`config.mk`:
```
export PLATFORM = sky130hd
export DESIGN_NAME = cache_fill_arbiter
export DESIGN_NICKNAME = d
export VERILOG_FILES = /design/src/rtl/cache_fill_pkg.sv /design/src/rtl/cache_fill_arb.sv /design/src/rtl/cache_fill_arbiter.sv
export SDC_FILE = /design/constraint.sdc
export NUM_CORES = 1
export LEC_CHECK = 0
export CAP_MARGIN = 20
export CORE_MARGIN = 3
export CORE_UTILIZATION = 31
export CTS_BUF_LIST = sky130_fd_sc_hd__clkbuf_8 sky130_fd_sc_hd__clkbuf_16
export DETAILED_ROUTE_END_ITERATION = 12
export GPL_TIMING_DRIVEN = 0
export PLACE_DENSITY_LB_ADDON = 0.05
export RECOVER_POWER = 50
export SYNTH_ARGS = -nofsm -noshare
export SYNTH_HDL_FRONTEND = slang
export SYNTH_HIERARCHICAL = 1
export SYNTH_SLANG_ARGS = --single-unit
```
`constraint.sdc`:
```
create_clock -name clk -period 1.9 [get_ports clk]
set_input_delay 0.19 -clock clk [delete_from_list [all_inputs] [get_ports clk]]
set_output_delay 0.19 -clock clk [all_outputs]
set_load 0.01 [all_outputs]
```
`src/rtl/cache_fill_pkg.sv`:
```
// rtl/cache_fill_pkg.sv - shared FSM state type and width helpers for the cache fill arbiter
package cache_fill_pkg;

    typedef enum logic [2:0] {IDLE, ISSUE, DRAIN, WRITE, DONE} state_t;

    function automatic int off_width(input int line_words, input int data_w);
        return $clog2(line_words * data_w / 8);
    endfunction

    function automatic int idx_width(input int line_words);
        return $clog2(line_words);
    endfunction

    function automatic int port_width(input int num_ports);
        return (num_ports > 1) ? $clog2(num_ports) : 1;
    endfunction

    function automatic int byte_shift(input int data_w);
        return $clog2(data_w / 8);
    endfunction

endpackage

```
`src/rtl/cache_fill_arb.sv`:
```
// rtl/cache_fill_arb.sv - combinational fixed-priority / round-robin grant (pointer held by parent)
module fill_arb
    import cache_fill_pkg::*;
#(
    parameter int NUM_PORTS = 2,
    parameter int RR_MODE = 0,
    localparam int PORT_W = port_width(NUM_PORTS)
) (
    input  logic [NUM_PORTS-1:0] req,
    input  logic [PORT_W-1:0]    ptr,
    output logic [NUM_PORTS-1:0] grant_oh,
    output logic [PORT_W-1:0]    grant_idx,
    output logic                 grant_valid
);

    logic [PORT_W-1:0] fixed_idx;
    logic [PORT_W-1:0] rr_idx;

    always_comb begin
        fixed_idx = '0;
        rr_idx = '0;
        for (int i = 0; i < NUM_PORTS; i++) begin
            if (req[i]) fixed_idx = PORT_W'(i);
        end
        // Walk backwards so the port nearest after ptr is written last and wins.
        for (int k = NUM_PORTS; k >= 1; k--) begin
            if (req[(int'(ptr) + k) % NUM_PORTS]) rr_idx = PORT_W'((int'(ptr) + k) % NUM_PORTS);
        end
        grant_valid = |req;
        grant_idx = (RR_MODE != 0) ? rr_idx : fixed_idx;
        for (int i = 0; i < NUM_PORTS; i++) begin
            grant_oh[i] = grant_valid && (grant_idx == PORT_W'(i));
        end
    end

endmodule

```
`src/rtl/cache_fill_arbiter.sv`:
```
// rtl/cache_fill_arbiter.sv - miss-service engine: arbitrates cache ports, sequences line fills and write-throughs
// Define CRITICAL_WORD_FIRST_EN to issue from the requested word and add the crit_valid output.
module cache_fill_arbiter
    import cache_fill_pkg::*;
#(
    parameter int ADDR_W = 16,
    parameter int DATA_W = 16,
    parameter int NUM_PORTS = 2,
    parameter int LINE_WORDS = 8,
    parameter int RR_MODE = 0,
    localparam int IDX_W = idx_width(LINE_WORDS),
    localparam int PORT_W = port_width(NUM_PORTS)
) (
    input  logic                        clk,
    input  logic                        rst_n,
    input  logic [NUM_PORTS-1:0]        req_valid,
    input  logic [NUM_PORTS-1:0]        req_wr,
    input  logic [NUM_PORTS*ADDR_W-1:0] req_addr,
    input  logic [NUM_PORTS*DATA_W-1:0] req_wdata,
    output logic [NUM_PORTS-1:0]        port_stall,
    output logic [NUM_PORTS-1:0]        done,
    output logic                        fill_valid,
    output logic [PORT_W-1:0]           fill_port,
    output logic [IDX_W-1:0]            fill_idx,
    output logic [DATA_W-1:0]           fill_data,
    output logic                        mem_en,
    output logic                        mem_wr,
    output logic [ADDR_W-1:0]           mem_addr,
    output logic [DATA_W-1:0]           mem_wdata,
    input  logic                        mem_rvalid,
    input  logic [DATA_W-1:0]           mem_rdata
`ifdef CRITICAL_WORD_FIRST_EN
    ,
    output logic                        crit_valid
`endif
);

    localparam int OFF_W = off_width(LINE_WORDS, DATA_W);
    localparam int BSH = byte_shift(DATA_W);
    localparam logic [ADDR_W-1:0] WORD_MASK = ~ADDR_W'((1 << BSH) - 1);
    localparam logic [ADDR_W-1:0] LINE_MASK = ~ADDR_W'((1 << OFF_W) - 1);
    localparam logic [IDX_W-1:0] LAST_IDX = IDX_W'(LINE_WORDS - 1);

    state_t                state_q, state_d;
    logic [PORT_W-1:0]     winner_q, rr_ptr_q, grant_idx;
    logic [NUM_PORTS-1:0]  grant_oh;
    logic                  grant_valid;
    logic [ADDR_W-1:0]     addr_q, sel_addr, line_base;
    logic [DATA_W-1:0]     wdata_q, sel_wdata;
    logic [IDX_W-1:0]      issue_cnt_q, ret_cnt_q, start_w, issue_word, ret_word;
    logic                  returning;

    fill_arb #(
        .NUM_PORTS(NUM_PORTS),
        .RR_MODE(RR_MODE)
    ) u_arb (
        .req(req_valid),
        .ptr(rr_ptr_q),
        .grant_oh(grant_oh),
        .grant_idx(grant_idx),
        .grant_valid(grant_valid)
    );

    always_comb begin
        sel_addr = '0;
        sel_wdata = '0;
        for (int i = 0; i < NUM_PORTS; i++) begin
            if (grant_oh[i]) begin
                sel_addr = sel_addr | req_addr[i*ADDR_W +: ADDR_W];
                sel_wdata = sel_wdata | req_wdata[i*DATA_W +: DATA_W];
            end
        end
    end

`ifdef CRITICAL_WORD_FIRST_EN
    assign start_w = addr_q[OFF_W-1:BSH];
`else
    assign start_w = '0;
`endif

    // Counters are IDX_W wide, so adding the start word wraps modulo LINE_WORDS.
    assign issue_word = issue_cnt_q + start_w;
    assign ret_word = ret_cnt_q + start_w;
    assign line_base = addr_q & LINE_MASK;
    assign returning = mem_rvalid && (state_q == ISSUE || state_q == DRAIN);
    assign port_stall = req_valid & ~done;

`ifdef CRITICAL_WORD_FIRST_EN
    assign crit_valid = returning && (ret_cnt_q == '0);
`endif

    always_comb begin
        state_d = state_q;
        mem_en = 1'b0;
        mem_wr = 1'b0;
        mem_addr = '0;
        mem_wdata = '0;
        done = '0;
        fill_valid = returning;
        fill_data = returning ? mem_rdata : '0;
        fill_idx = returning ? ret_word : '0;
        fill_port = returning ? winner_q : '0;
        case (state_q)
            IDLE: begin
                if (grant_valid) state_d = (|(req_wr & grant_oh)) ? WRITE : ISSUE;
            end
            ISSUE: begin
                mem_en = 1'b1;
                mem_addr = line_base | (ADDR_W'(issue_word) << BSH);
                if (issue_cnt_q == LAST_IDX) state_d = DRAIN;
            end
            DRAIN: begin
                if (returning && ret_cnt_q == LAST_IDX) state_d = DONE;
            end
            WRITE: begin
                mem_en = 1'b1;
                mem_wr = 1'b1;
                mem_addr = addr_q & WORD_MASK;
                mem_wdata = wdata_q;
                state_d = DONE;
            end
            DONE: begin
                done = NUM_PORTS'(1) << winner_q;
                state_d = IDLE;
            end
            default: state_d = IDLE;
        endcase
    end

    always_ff @(posedge clk or negedge rst_n) begin
        if (!rst_n) begin
            state_q <= IDLE;
            winner_q <= '0;
            rr_ptr_q <= '0;
            addr_q <= '0;
            wdata_q <= '0;
            issue_cnt_q <= '0;
            ret_cnt_q <= '0;
        end else begin
            state_q <= state_d;
            if (state_q == IDLE && grant_valid) begin
                winner_q <= grant_idx;
                rr_ptr_q <= grant_idx;
                addr_q <= sel_addr;
                wdata_q <= sel_wdata;
                issue_cnt_q <= '0;
                ret_cnt_q <= '0;
            end else begin
                if (state_q == ISSUE) issue_cnt_q <= issue_cnt_q + 1'b1;
                if (returning) ret_cnt_q <= ret_cnt_q + 1'b1;
            end
        end
    end

endmodule

```
Yosys cells after proc, flatten, opt, wreduce, memory -nomap -nowiden
Index checks and enable logic that the tools add are counted.
{"block": "totals", "output_inout_bits": 59, "ff_bits": 42, "word_cells": 60}
{"block": "op_classes", "bitwise_logic": 7, "mux": 22, "eq_ne": 9, "reduce_logical": 13, "shift": 1, "n_addsub": 2}
{"op": "$mux 16", "n": 6}
{"op": "$or 16x16->16", "n": 2}
{"op": "$pmux 16 s2", "n": 1}
{"op": "$mux 3", "n": 8}
{"op": "$or 16x4->16", "n": 1}
{"op": "$pmux 3 s4", "n": 1}
{"op": "$eq 3x3->1 const B", "n": 3}
{"op": "$add 3x1->3 const B", "n": 2}
{"op": "$eq 3x2->1 const B", "n": 2}
{"op": "$reduce_or 2->1", "n": 3}
{"op": "$logic_and 1x1->1", "n": 5}
{"op": "$and 2x2->2", "n": 2}
{"op": "$mux 1", "n": 4}
{"op": "$mux 2", "n": 2}
{"op": "$ne 2x1->1 const B", "n": 2}
{"op": "$reduce_bool 2->1", "n": 2}
{"op": "$eq 3x1->1 const B", "n": 1}
{"op": "$logic_not 3->1", "n": 1}
{"op": "$reduce_and 3->1", "n": 1}
{"op": "$ne 2x2->1 const B", "n": 1}
{"op": "$not 2->2", "n": 1}
{"op": "$shl 1x1->2 const A", "n": 1}
{"op": "$logic_or 1x1->1", "n": 1}
{"op": "$not 1->1", "n": 1}

Depth between registers and ports, before layout
Gate-level depths: netlist of run 1.
{"block": "depth", "word_depth": 8, "depth_mapped": 6, "depth_no_buf": 5}

Modules after synthesis
The synthesis of run 1 kept the hierarchy.
{"module": "cache_fill_arbiter", "area_each_um2": 2497.4, "n_inst": 1, "cells_each": 256}
{"module": "fill_arb", "area_each_um2": 23.8, "n_inst": 1, "cells_each": 4}

Least setup slack after synthesis of run 1
Ideal clock, no wire load.
{"block": "synth_path", "path_kind": "register to register", "startpoint": "register state_q[2]", "endpoint": "register addr_q[10]", "t_required_ps": 1777, "arrival_time_ps": 1475, "n_path_buf": 3, "setup_time_ps": 123, "path_stages_with_launch": 7, "setup_slack_ps": 302, "path_cell_list": "dfrtp_1 buf_6 or4b_4 buf_6 buf_8 a221oi_2 nor2_1"}
{"block": "synth_via", "elab_chain_len": 2}
{"item": "from (decl)", "line_no": "cache_fill_arbiter.sv:44", "text": "state_t state_q, state_d;"}
{"item": "from (signal assigned)", "line_no": "cache_fill_arbiter.sv:140", "text": "state_q <= state_d;"}
{"item": "$logic_not 3->1", "line_no": "cache_fill_arbiter.sv:141", "text": "if (state_q == IDLE && grant_valid) begin"}
{"item": "$logic_and 1x1->1", "line_no": "cache_fill_arbiter.sv:141"}
{"item": "to (signal assigned)", "line_no": "cache_fill_arbiter.sv:144", "text": "addr_q <= sel_addr;"}
{"item": "to (decl)", "line_no": "cache_fill_arbiter.sv:48", "text": "logic [ADDR_W-1:0] addr_q, sel_addr, line_base;"}
No other way between the ends.
A chain may end at the register's enable or synchronous reset.

Worst setup path in the final report of run 1
{"block": "layout_path", "startpoint": "register state_q[0]", "endpoint": "register wdata_q[6]"}
{"block": "layout_via", "elab_chain_len": 2}
{"item": "$logic_not 3->1", "line_no": "cache_fill_arbiter.sv:141"}
{"item": "$logic_and 1x1->1", "line_no": "cache_fill_arbiter.sv:141"}
{"item": "to (signal assigned)", "line_no": "cache_fill_arbiter.sv:145", "text": "wdata_q <= sel_wdata;"}
{"item": "to (decl)", "line_no": "cache_fill_arbiter.sv:49", "text": "logic [DATA_W-1:0] wdata_q, sel_wdata;"}
No other way between the ends.

==> results of run 1 <==
==> repair_timing <==
action,in CTS,in global routing
buffers inserted,13,5
hold buffers,1,0
pin swaps,1,15
setup endpoints to repair,58,79
hold endpoints to repair,16,0
gates resized for setup,165,77
gates cloned,2,2
==> how the worst max path moves through the flow <==
stage,end,depth (start not counted),slack [ns]
after floorplan,addr_q[10],6,0.30
after global placement,state_q[2],1,-0.56
after detailed placement,fill_data[1],5,-0.44
after CTS,fill_data[6],9,-0.10
after global routing,addr_q[15],8,-0.12
final,wdata_q[6],8,-0.07
==> area by class of cell <==
type                            instances  area (um^2)  area share, %
Buffer                                 26        244.0          5.385
Clock buffer                            6        82.58          1.823
Clock inverter                          2        33.78         0.7456
Inverter                                3        11.26         0.2485
Multi-Input combinational cell        190         1460          32.23
Sequential cell                        41         1026          22.65
Tap cell                              102        127.6          2.817
Timing Repair Buffer                  163         1545          34.11
==> worst max-delay path: cells and delay by family (launching register included) <==
| kind | cells | cell delay (ns) |
|---|---|---|
| buffers and inverters | 5 | 0.69 |
| AND/OR/NAND/NOR | 2 | 0.59 |
| flip-flops | 1 | 0.38 |
| AO/OA/AOI/OAI | 1 | 0.20 |
==> per-layer routing <==
layer / routed length (um) / share of wire (%) / global-route usage [%] / vias up
met5: 0 / 0 / 0 / -
met4: 62 / 0.73 / 3.555 / 0
met3: 825 / 9.7 / 5.317 / 6
met2: 4137 / 49 / 29.90 / 104
met1: 3482 / 41 / 20.18 / 1182
li1: - / - / - / 1240
==> placed cells by master, fill, tap and decap left out, types with 2 or more instances in the layout <==
cell,synthesis,layout
mux2i_1,6,6
a221oi_2,25,27
clkbuf_16,0,2
buf_4,3,11
buf_12,0,4
ha_1,4,4
and3_1,16,16
clkbuf_8,0,9
and2_1,33,21
nand2_1,8,8
clkbuf_1,10,5
nor2_1,68,68
dfrtp_1,41,41
a21oi_1,3,3
buf_8,2,2
nor2b_1,4,4
buf_6,3,25
a221oi_4,0,2
nor4b_4,1,2
dlygate4sd2_1,0,7
and2_4,0,12
buf_2,8,15
a221oi_1,6,2
clkbuf_2,0,17
inv_1,3,3
clkdlybuf4s50_1,0,83
clkdlybuf4s15_1,0,13
o21ai_0,2,2
==> stage by stage <==
stage / instance area (um^2) / power [mW] / cells / setup slack [ns] / hold WS [ns]
global route: 4531 / 6.950 / 533 / -0.1198 / 0.5291
CTS: 4327 / 6.010 / 529 / -0.1007 / 0.3705
floorplan: 2521 / 3.520 / 260 / 0.3024 / -0.1056
finish: 4531 / 6.456 / 533 / -0.07470 / 0.5000
global placement: 4070 / 4.998 / 504 / -0.5613 / 0.4814
detailed placement: 4085 / 5.055 / 505 / -0.4390 / 0.1575
==> logic make-up (layout without fill, tap and decap cells) <==
kind of cell	Yosys count	count (layout)	synth area share, %
other	1	1	0.1487
buffers and inverters	29	200	6.948
muxes	6	6	2.382
AOI/OAI and AO/OA	39	39	18.91
adders and majority gates	4	4	1.985
DFF	41	41	40.69
and+or+nand+nor	138	138	28.24
xor gates and xnor gates	2	2	0.6949
==> state kept, by name, indices dropped and copies added, names as in the netlist <==
signal,flops
ret_cnt_q,3
rr_ptr_q,1
wdata_q,16
addr_q,15
state_q,3
issue_cnt_q,3
==> power groups by stage <==
stage / Sequential, mW / Combinational, mW / Clock, mW
floorplan: 1.49 / 2.03 / 0
global route: 1.61 / 4.56 / 0.782
global placement: 1.53 / 3.47 / 0
CTS: 1.55 / 3.71 / 0.753
finish: 1.55 / 4.17 / 0.732
detailed placement: 1.55 / 3.50 / 0
==> impl_metrics.csv, run 1 <==
group,metric,value,unit
status,status,"finished with violations",
status,failed_checks,"negative setup slack",
grt,grt_pass1_vias,2454,
clocking,cts_tree,"done",
worst_setup_path,r2r_start,"state_q[0]",
floorplan,start_util,32.29,%
worst_hold_path,holdPathEnd,"addr_q[14]",
clocking,cts_made_buffers,5,
worst_setup_path,worst-r2r-cell-count,8,
power_and_ir_drop,p_clk_share,11.3,%
timing,tightest_slew,1.038,ns
grt,grt_max_degree,26,
logic_synthesis,synth_edf_count,0,
timing,skew,0.004060,ns
clocking,path_clk_slew,0.08,ns
clocking,cts_root_buffer,"clkbuf_8",
worst_setup_path,critPathCaptureType,"register",
drt,drc,0,
place,dp_hpwl,5.948,mm
logic_synthesis,yosys_warnings,6,
power_and_ir_drop,p_sw,2.469,mW
grt,antenna_found_initial,0,
logic_synthesis,syn-num-nets,351,
cells_and_area,antenna_cells,0,
drt,num_vias,2532,
logic_synthesis,synth_common_cells,"68 x nor2_1, 41 x dfrtp_1, 33 x and2_1, 25 x a221oi_2, 16 x and3_1",
run,drv_cap,0,
cells_and_area,area_growth,79.70,%
grt,gr-total-overflow,0,
drt,ant_nets,0,
cells_and_area,layout-drive-gt1-share,31.32,%
floorplan,die_h,96.18,um
timing,tns,-0.9431,ns
logic_synthesis,synth_top_area_share,40.69,%
clocking,htree_levels,2,
clocking,clock_path_buffers,2,
logic_synthesis,yosysUniqueCellTypes,31,
timing,period_share,103.9,%
worst_setup_path,reg2reg_to,"wdata_q[6]",
power_and_ir_drop,switching_share,38.25,%
worst_hold_path,hold_path.class,"register to register",
timing,setup_viol,28,
worst_setup_path,start_kind,"register",
place,io_buffers,142,
logic_synthesis,ys_ff_latch,41,
logic_synthesis,syn_area,2521,um^2
power_and_ir_drop,p_int,3.987,mW
power_and_ir_drop,ir_drop,0.5688,mV
worst_hold_path,hold_depth,2,
worst_setup_path,cp_common_cell,"buf_6",
power_and_ir_drop,power_density,1425,nW/um^2
logic_synthesis,synth_cells,260,
clocking,clk_latency,0.29,ns
logic_synthesis,synthArstFlopShare,100.0,%
timing,rsz0062_at_grt,"true",
timing,timing.fmax,506.4,MHz
logic_synthesis,synth_ff_type,"dfrtp_1",
worst_setup_path,crit_chain,"buf_6, buf_6, buf_6, or4b_4, buf_12, clkbuf_16, a221oi_2, nor2_1",
power_and_ir_drop,combinationalPowerShare,64.6,%
power_and_ir_drop,leakage,2.094,nW
floorplan,die_area,9251,um^2
logic_synthesis,seq_area_frac_synth,40.69,%
worst_hold_path,hold_start,"addr_q[14]",
power_and_ir_drop,seqPwrFrac,24.1,%
logic_synthesis,synth.avg_cell_area,9.697,um^2
place,gp_congestion,0.7853,
cells_and_area,num-fill-cells,723,
logic_synthesis,synth_top_cell_by_area,"dfrtp_1",
worst_setup_path,rrSetupSlack,-0.07,ns
worst_setup_path,crit_path_max_fanout,5,
worst_setup_path,arrival,2.15,ns
timing,min_period,1.975,ns
drt,first_pass_iters,4,
timing,final-hold-violation-count,0,
timing,slew_viol_final,0,
worst_setup_path,cp_data_required_time,2.08,ns
worst_setup_path,critPathLaunch,"state_q[0]",
drt,wl,8.508,mm
cells_and_area,fin_nets,521,
drt,avgViaCountPerCell,4.750,
floorplan,die_x,96.18,um
drt,drtIter0Drc,92,
floorplan,ios,146,
worst_setup_path,crit_type,"register to register",
floorplan,coreArea,7807,um^2
logic_synthesis,yosysMostFrequentCell,"nor2_1",
floorplan,rows,32,
grt,grt_pass1_wl,12.08,mm
worst_setup_path,slowest_delay,0.53,ns
drt,routedWlPerCell,15.96,um
worst_setup_path,crit_slowest_cell,"or4b_4",
cells_and_area,final_util,58.03,%
logic_synthesis,yosys-top-cells-area,"dfrtp_1 41%, a221oi_2 15%, nor2_1 10%, and2_1 8.2%, and3_1 4.0%",
clocking,cts.sink_count,41,
grt,grt_use_total,16.98,%
timing,setup_ws,-0.07470,ns
timing,slew_headroom,30.80,%
Note: power is estimated with default switching activity, not from simulation.
==> run 2, diff against run 1 <==
ABC_AREA = 1   (was default)
HOLD_SLACK_MARGIN = 0.06   (was default)
==> impl_metrics.csv, run 2 <==
group,metric,value,unit
status,status,"completed",
timing,period_share,95.23,%
worst_setup_path,slowest_delay,0.55,ns
grt,grt_pass1_wl,12.24,mm
place,dp_hpwl,5.941,mm
floorplan,die_h,95.15,um
timing,slew_viol_final,0,
power_and_ir_drop,ir_drop,0.4154,mV
worst_setup_path,critPathCaptureType,"output port",
worst_setup_path,critPathTopFamily,"buffers and inverters",
logic_synthesis,synth_top_cell_by_area,"dfrtp_1",
timing,setup_ws,0.09069,ns
power_and_ir_drop,power_density,1153,nW/um^2
cells_and_area,layout-drive-gt1-share,15.02,%
grt,grt_max_degree,23,
cells_and_area,top_register,"wdata_q",
cells_and_area,area_growth,63.64,%
drt,num_vias,2634,
drt,wl,7.736,mm
worst_setup_path,start_kind,"register",
drt,drtIter0Drc,102,
timing,rsz0062_at_grt,"false",
logic_synthesis,synth_edf_count,0,
logic_synthesis,synth_top_area_share,41.65,%
cells_and_area,largestRegisters,"wdata_q: 16 flops, addr_q: 15 flops",
worst_setup_path,worst-r2r-cell-count,7,
cells_and_area,design_area,4031,um^2
timing,setup_viol,0,
drt,first_pass_iters,4,
cells_and_area,register_area,1028,um^2
logic_synthesis,synth.avg_cell_area,7.511,um^2
place,io_buffers,142,
timing,skew,0.003806,ns
clocking,cts.sink_count,41,
grt,grt_pass1_vias,2607,
cells_and_area,multi_input_area,1119,um^2
timing,tns,0,ns
cells_and_area,final_cell_mix,"85 x clkdlybuf4s50_1, 58 x inv_1, 57 x nand2_1",
drt,ant_nets,0,
cells_and_area,final_common_cell,"clkdlybuf4s50_1",
grt,gr-total-overflow,0,
worst_setup_path,arrival,1.62,ns
worst_setup_path,crit_type,"register to output port",
logic_synthesis,synthArstFlopShare,100.0,%
drt,drc,0,
logic_synthesis,synth_cells,328,
floorplan,rows,31,
logic_synthesis,syn-num-nets,419,
worst_setup_path,r2r_start,"state_q[2]",
worst_setup_path,rrSetupSlack,0.16,ns
logic_synthesis,ys_ff_latch,41,
power_and_ir_drop,finalPower,4.649,mW
grt,grt_use_total,17.33,%
place,pre_cts_ws,-0.06905,ns
floorplan,start_util,32.91,%
timing,timing.fmax,552.7,MHz
logic_synthesis,syn_area,2464,um^2
worst_hold_path,hold_path.class,"register to register",
worst_hold_path,holdPathEnd,"addr_q[2]",
place,gp_congestion,0.7713,
cells_and_area,num-fill-cells,743,
worst_setup_path,crit_path_max_fanout,5,
timing,final-hold-violation-count,0,
worst_setup_path,cp_data_required_time,1.71,ns
run,drv_cap,0,
clocking,htree_levels,2,
clocking,clk_latency,0.30,ns
floorplan,ios,146,
cells_and_area,largest_reg_flops,16,
power_and_ir_drop,leakage,2.060,nW
clocking,path_clk_slew,0.08,ns
clocking,cts_tree,"done",
logic_synthesis,synth_common_cells,"58 x inv_1, 58 x nand2_1, 43 x nor2_1, 41 x dfrtp_1, 31 x a22o_1",
timing,min_period,1.809,ns
worst_hold_path,hold_start,"addr_q[2]",
cells_and_area,final_util,53.85,%
logic_synthesis,synth_ff_type,"dfrtp_1",
floorplan,coreArea,7486,um^2
floorplan,die_x,95.15,um
worst_hold_path,hold_depth,2,
floorplan,die_area,9053,um^2
clocking,clock_path_buffers,2,
worst_setup_path,crit_slowest_cell,"clkdlybuf4s50_1",
worst_setup_path,reg2reg_to,"wdata_q[10]",
drt,avgViaCountPerCell,4.503,
timing,tightest_slew,1.229,ns
place,dp_cells,570,
drt,routedWlPerCell,13.22,um
timing,slew_headroom,18.06,%
worst_setup_path,crit_cells,4,
logic_synthesis,yosys_warnings,6,
clocking,cts_made_buffers,5,
cells_and_area,antenna_cells,0,
place,dpl-instance-area,4031,um^2
worst_setup_path,crit_buf_inv,2,
timing,worst_hold_slack,0.4825,ns
logic_synthesis,yosysUniqueCellTypes,21,
worst_setup_path,crit_chain,"nor2_4, inv_2, nor2_1, clkdlybuf4s50_1",
clocking,cts_root_buffer,"clkbuf_8",
logic_synthesis,seq_area_frac_synth,41.65,%
logic_synthesis,yosys-top-cells-area,"dfrtp_1 42%, a22o_1 11%, inv_1 8.8%, nand2_1 8.8%, nor2_1 6.6%",
cells_and_area,finalNonFillerCells,585,
cells_and_area,fin_nets,576,
grt,antenna_found_initial,0,
==> run 2: worst reg2reg max path, delay by kind of cell, from the launching register on <==
| kind | cells | cell delay [ns] |
|---|---|---|
| flops | 1 | 0.48 |
| simple gates | 2 | 0.21 |
| compound gates | 1 | 0.09 |
| buf+inv | 4 | 0.88 |
==> run 2: cell type report <==
class                      instances  area share [%]
clock buffer                       5           1.707
timing repair buffer             150           32.62
inverter                          64           6.083
tap                               99           3.073
sequential                        41           25.51
multi-input combinational        203           27.75
buffer                            20           2.824
clock inverter                     3          0.4345
==> run 2: cells by family (layout without fill, tap and decap cells) <==
logic type	count (synthesis)	count (layout)	synth area share, %
simple gates	128	128	22.55
buf+inv	84	242	14.58
compound gates	70	70	19.05
flops	41	41	41.65
fa+ha+maj	4	4	2.032
other cells	1	1	0.1522
==> run 2: worst max-delay path by stage <==
stage	startpoint	endpoint	slack [ns]
floorplan	state_q[2]	fill_data[0]	0.60
global placement	rst_n	wdata_q[0]	-0.53
detailed placement	req_valid[1]	addr_q[10]	-0.07
CTS	state_q[0]	fill_idx[1]	-0.003
global route	state_q[2]	fill_data[2]	0.02
finish	state_q[2]	mem_addr[10]	0.09
==> run 2: per-layer routing <==
metal	track usage, %	vias up	routed length [um]
met4	5.889	0	126
met2	30.20	101	3509
met1	20.21	1186	3329
met3	5.130	9	771
met5	0	-	0
li1	-	1338	-
==> run 2: repair_timing <==
action,CTS,global route
gates resized for setup,66,45
cloned,0,0
hold endpoints to repair,19,0
endpoints found under the setup margin,57,31
hold buffers,1,0
setup buffers,4,2
==> run 2: power breakdown <==
| group | total (mW) | switching, mW | internal, mW |
|---|---|---|---|
| clock network | 0.574 | 0.320 | 0.254 |
| registers | 1.42 | 0.171 | 1.25 |
| logic | 2.65 | 1.55 | 1.10 |
| total | 4.65 | 2.04 | 2.60 |
==> run 3, diff against run 2 <==
CORE_UTILIZATION = 35   (was 31)
==> impl_metrics.csv, run 3 (synthesis gave the netlist of run 2 again) <==
group,metric,value,unit
cells_and_area,area_growth,65.97,%
grt,grt_pass1_vias,2526,
worst_setup_path,start_kind,"register",
clocking,clock_path_buffers,2,
clocking,path_clk_slew,0.09,ns
timing,worst_hold_slack,0.3902,ns
timing,setup_viol,0,
grt,grt_use_total,18.57,%
worst_setup_path,arrival,1.64,ns
floorplan,ios,146,
power_and_ir_drop,ir_drop,0.4768,mV
drt,drtIter0Drc,90,
cells_and_area,largestRegisters,"wdata_q: 16 flops, addr_q: 15 flops",
cells_and_area,num-fill-cells,641,
run,drv_cap,0,
worst_setup_path,crit_path_max_fanout,10,
drt,wl_met2,3.409,mm
timing,tightest_slew,0.5200,ns
clocking,cts_tree,"done",
clocking,cts.sink_count,41,
power_and_ir_drop,power_density,1166,nW/um^2
floorplan,start_util,37.51,%
cells_and_area,final_common_cell,"clkdlybuf4s50_1",
cells_and_area,layout-drive-gt1-share,15.81,%
cells_and_area,final_cell_mix,"86 x clkdlybuf4s50_1, 59 x inv_1, 56 x nand2_1",
timing,timing.fmax,546.6,MHz
floorplan,die_area,8082,um^2
grt,antenna_found_initial,0,
drt,avgViaCountPerCell,4.516,
drt,first_pass_iters,4,
worst_setup_path,reg2reg_to,"wdata_q[9]",
worst_setup_path,crit_type,"register to output port",
drt,wl_met1,3.415,mm
drt,num_vias,2619,
worst_setup_path,critPathCaptureType,"output port",
clocking,cts_made_buffers,5,
place,io_buffers,142,
clocking,cts_root_buffer,"clkbuf_8",
timing,skew,0.008152,ns
floorplan,rows,29,
power_and_ir_drop,leakage,2.199,nW
drt,routedWlPerCell,12.98,um
floorplan,coreArea,6568,um^2
grt,grt_max_degree,23,
floorplan,die_h,89.90,um
worst_setup_path,cp_data_required_time,1.71,ns
worst_setup_path,rrSetupSlack,0.42,ns
cells_and_area,fin_nets,577,
drt,drc,0,
grt,gr-total-overflow,0,
timing,slew_viol_final,0,
timing,rsz0062_at_grt,"true",
worst_hold_path,hold_path.class,"primary input to async pin",
worst_setup_path,r2r_start,"state_q[2]",
cells_and_area,antenna_cells,0,
drt,ant_nets,0,
drt,wl,7.530,mm
clocking,htree_levels,2,
grt,grt_pass1_wl,12.48,mm
floorplan,die_x,89.90,um
timing,final-hold-violation-count,0,
clocking,clk_latency,0.30,ns
timing,slew_headroom,65.33,%
power_and_ir_drop,finalPower,4.766,mW
place,gp_congestion,0.7827,
place,dp_hpwl,5.806,mm
worst_setup_path,worst-r2r-cell-count,7,
timing,min_period,1.829,ns
timing,setup_ws,0.07057,ns
cells_and_area,largest_reg_flops,16,
cells_and_area,top_register,"wdata_q",
timing,period_share,96.29,%
drt,highest_layer,"met4",
drt,wl_met3,599,um
place,pre_cts_ws,-0.08869,ns
status,status,"completed",
-- run 3: worst max-delay path by stage --
stage / start / endpoint / slack, ns / depth (start not counted)
after floorplan: state_q[2] / fill_data[0] / 0.60 / 6
after global placement: rst_n / wdata_q[2] / -0.49 / 1
after detailed placement: req_valid[1] / addr_q[10] / -0.09 / 6
after CTS: state_q[2] / fill_port / 0.003 / 7
after global routing: state_q[2] / mem_addr[10] / -0.01 / 4
final: state_q[2] / fill_data[9] / 0.07 / 7
-- run 3: routing by layer --
metal | vias up | global-route usage (%)
li1 | 1344 | -
met1 | 1154 | 24.80
met2 | 112 | 29.45
met3 | 9 | 5.676
met4 | 0 | 4.719
met5 | - | 0
-- run 3: area by class of cell --
type	count	area (um^2)	share of cell area [%]
multi-input combinational	203	1121	27.42
tap	93	116.4	2.846
buffer	20	125.1	3.060
clock inverter	3	18.77	0.4590
clock buffer	5	68.82	1.683
inverter	64	242.7	5.936
timing repair buffer	151	1368	33.45
sequential	41	1028	25.15
-- run 3: what timing repair did --
action | in CTS | in global routing
hold endpoints to repair | 21 | 0
setup buffers | 4 | 3
hold buffers | 1 | 0
pin swaps | 1 | 1
resized for setup | 66 | 43
setup endpoints to repair | 57 | 29
-- run 3: critical path, stage by stage, from the launching register on --
cell,delay (ns)
dfrtp_2,0.49
inv_4,0.11
nand3_4,0.10
nand2_4,0.09
nand2_4,0.08
buf_8,0.16
nor2_2,0.07
clkdlybuf4s15_1,0.23
-- run 3: through the flow --
stage	utilization [%]	setup TNS (ns)	area [um^2]	cells
floorplan	-	0	2464	328
detailed placement	61.27	-0.7052	4024	564
finish	62.26	0	4089	580
global route	62.26	-0.01198	4089	580
global placement	60.93	-20.54	4001	563
CTS	63.06	0	4141	577
-- run 3: power by group --
group	leakage [nW]	switching (mW)	total [mW]	internal [mW]
Clock	0.0416	0.316	0.570	0.254
Sequential	0.521	0.157	1.41	1.25
Combinational	1.64	1.59	2.79	1.20
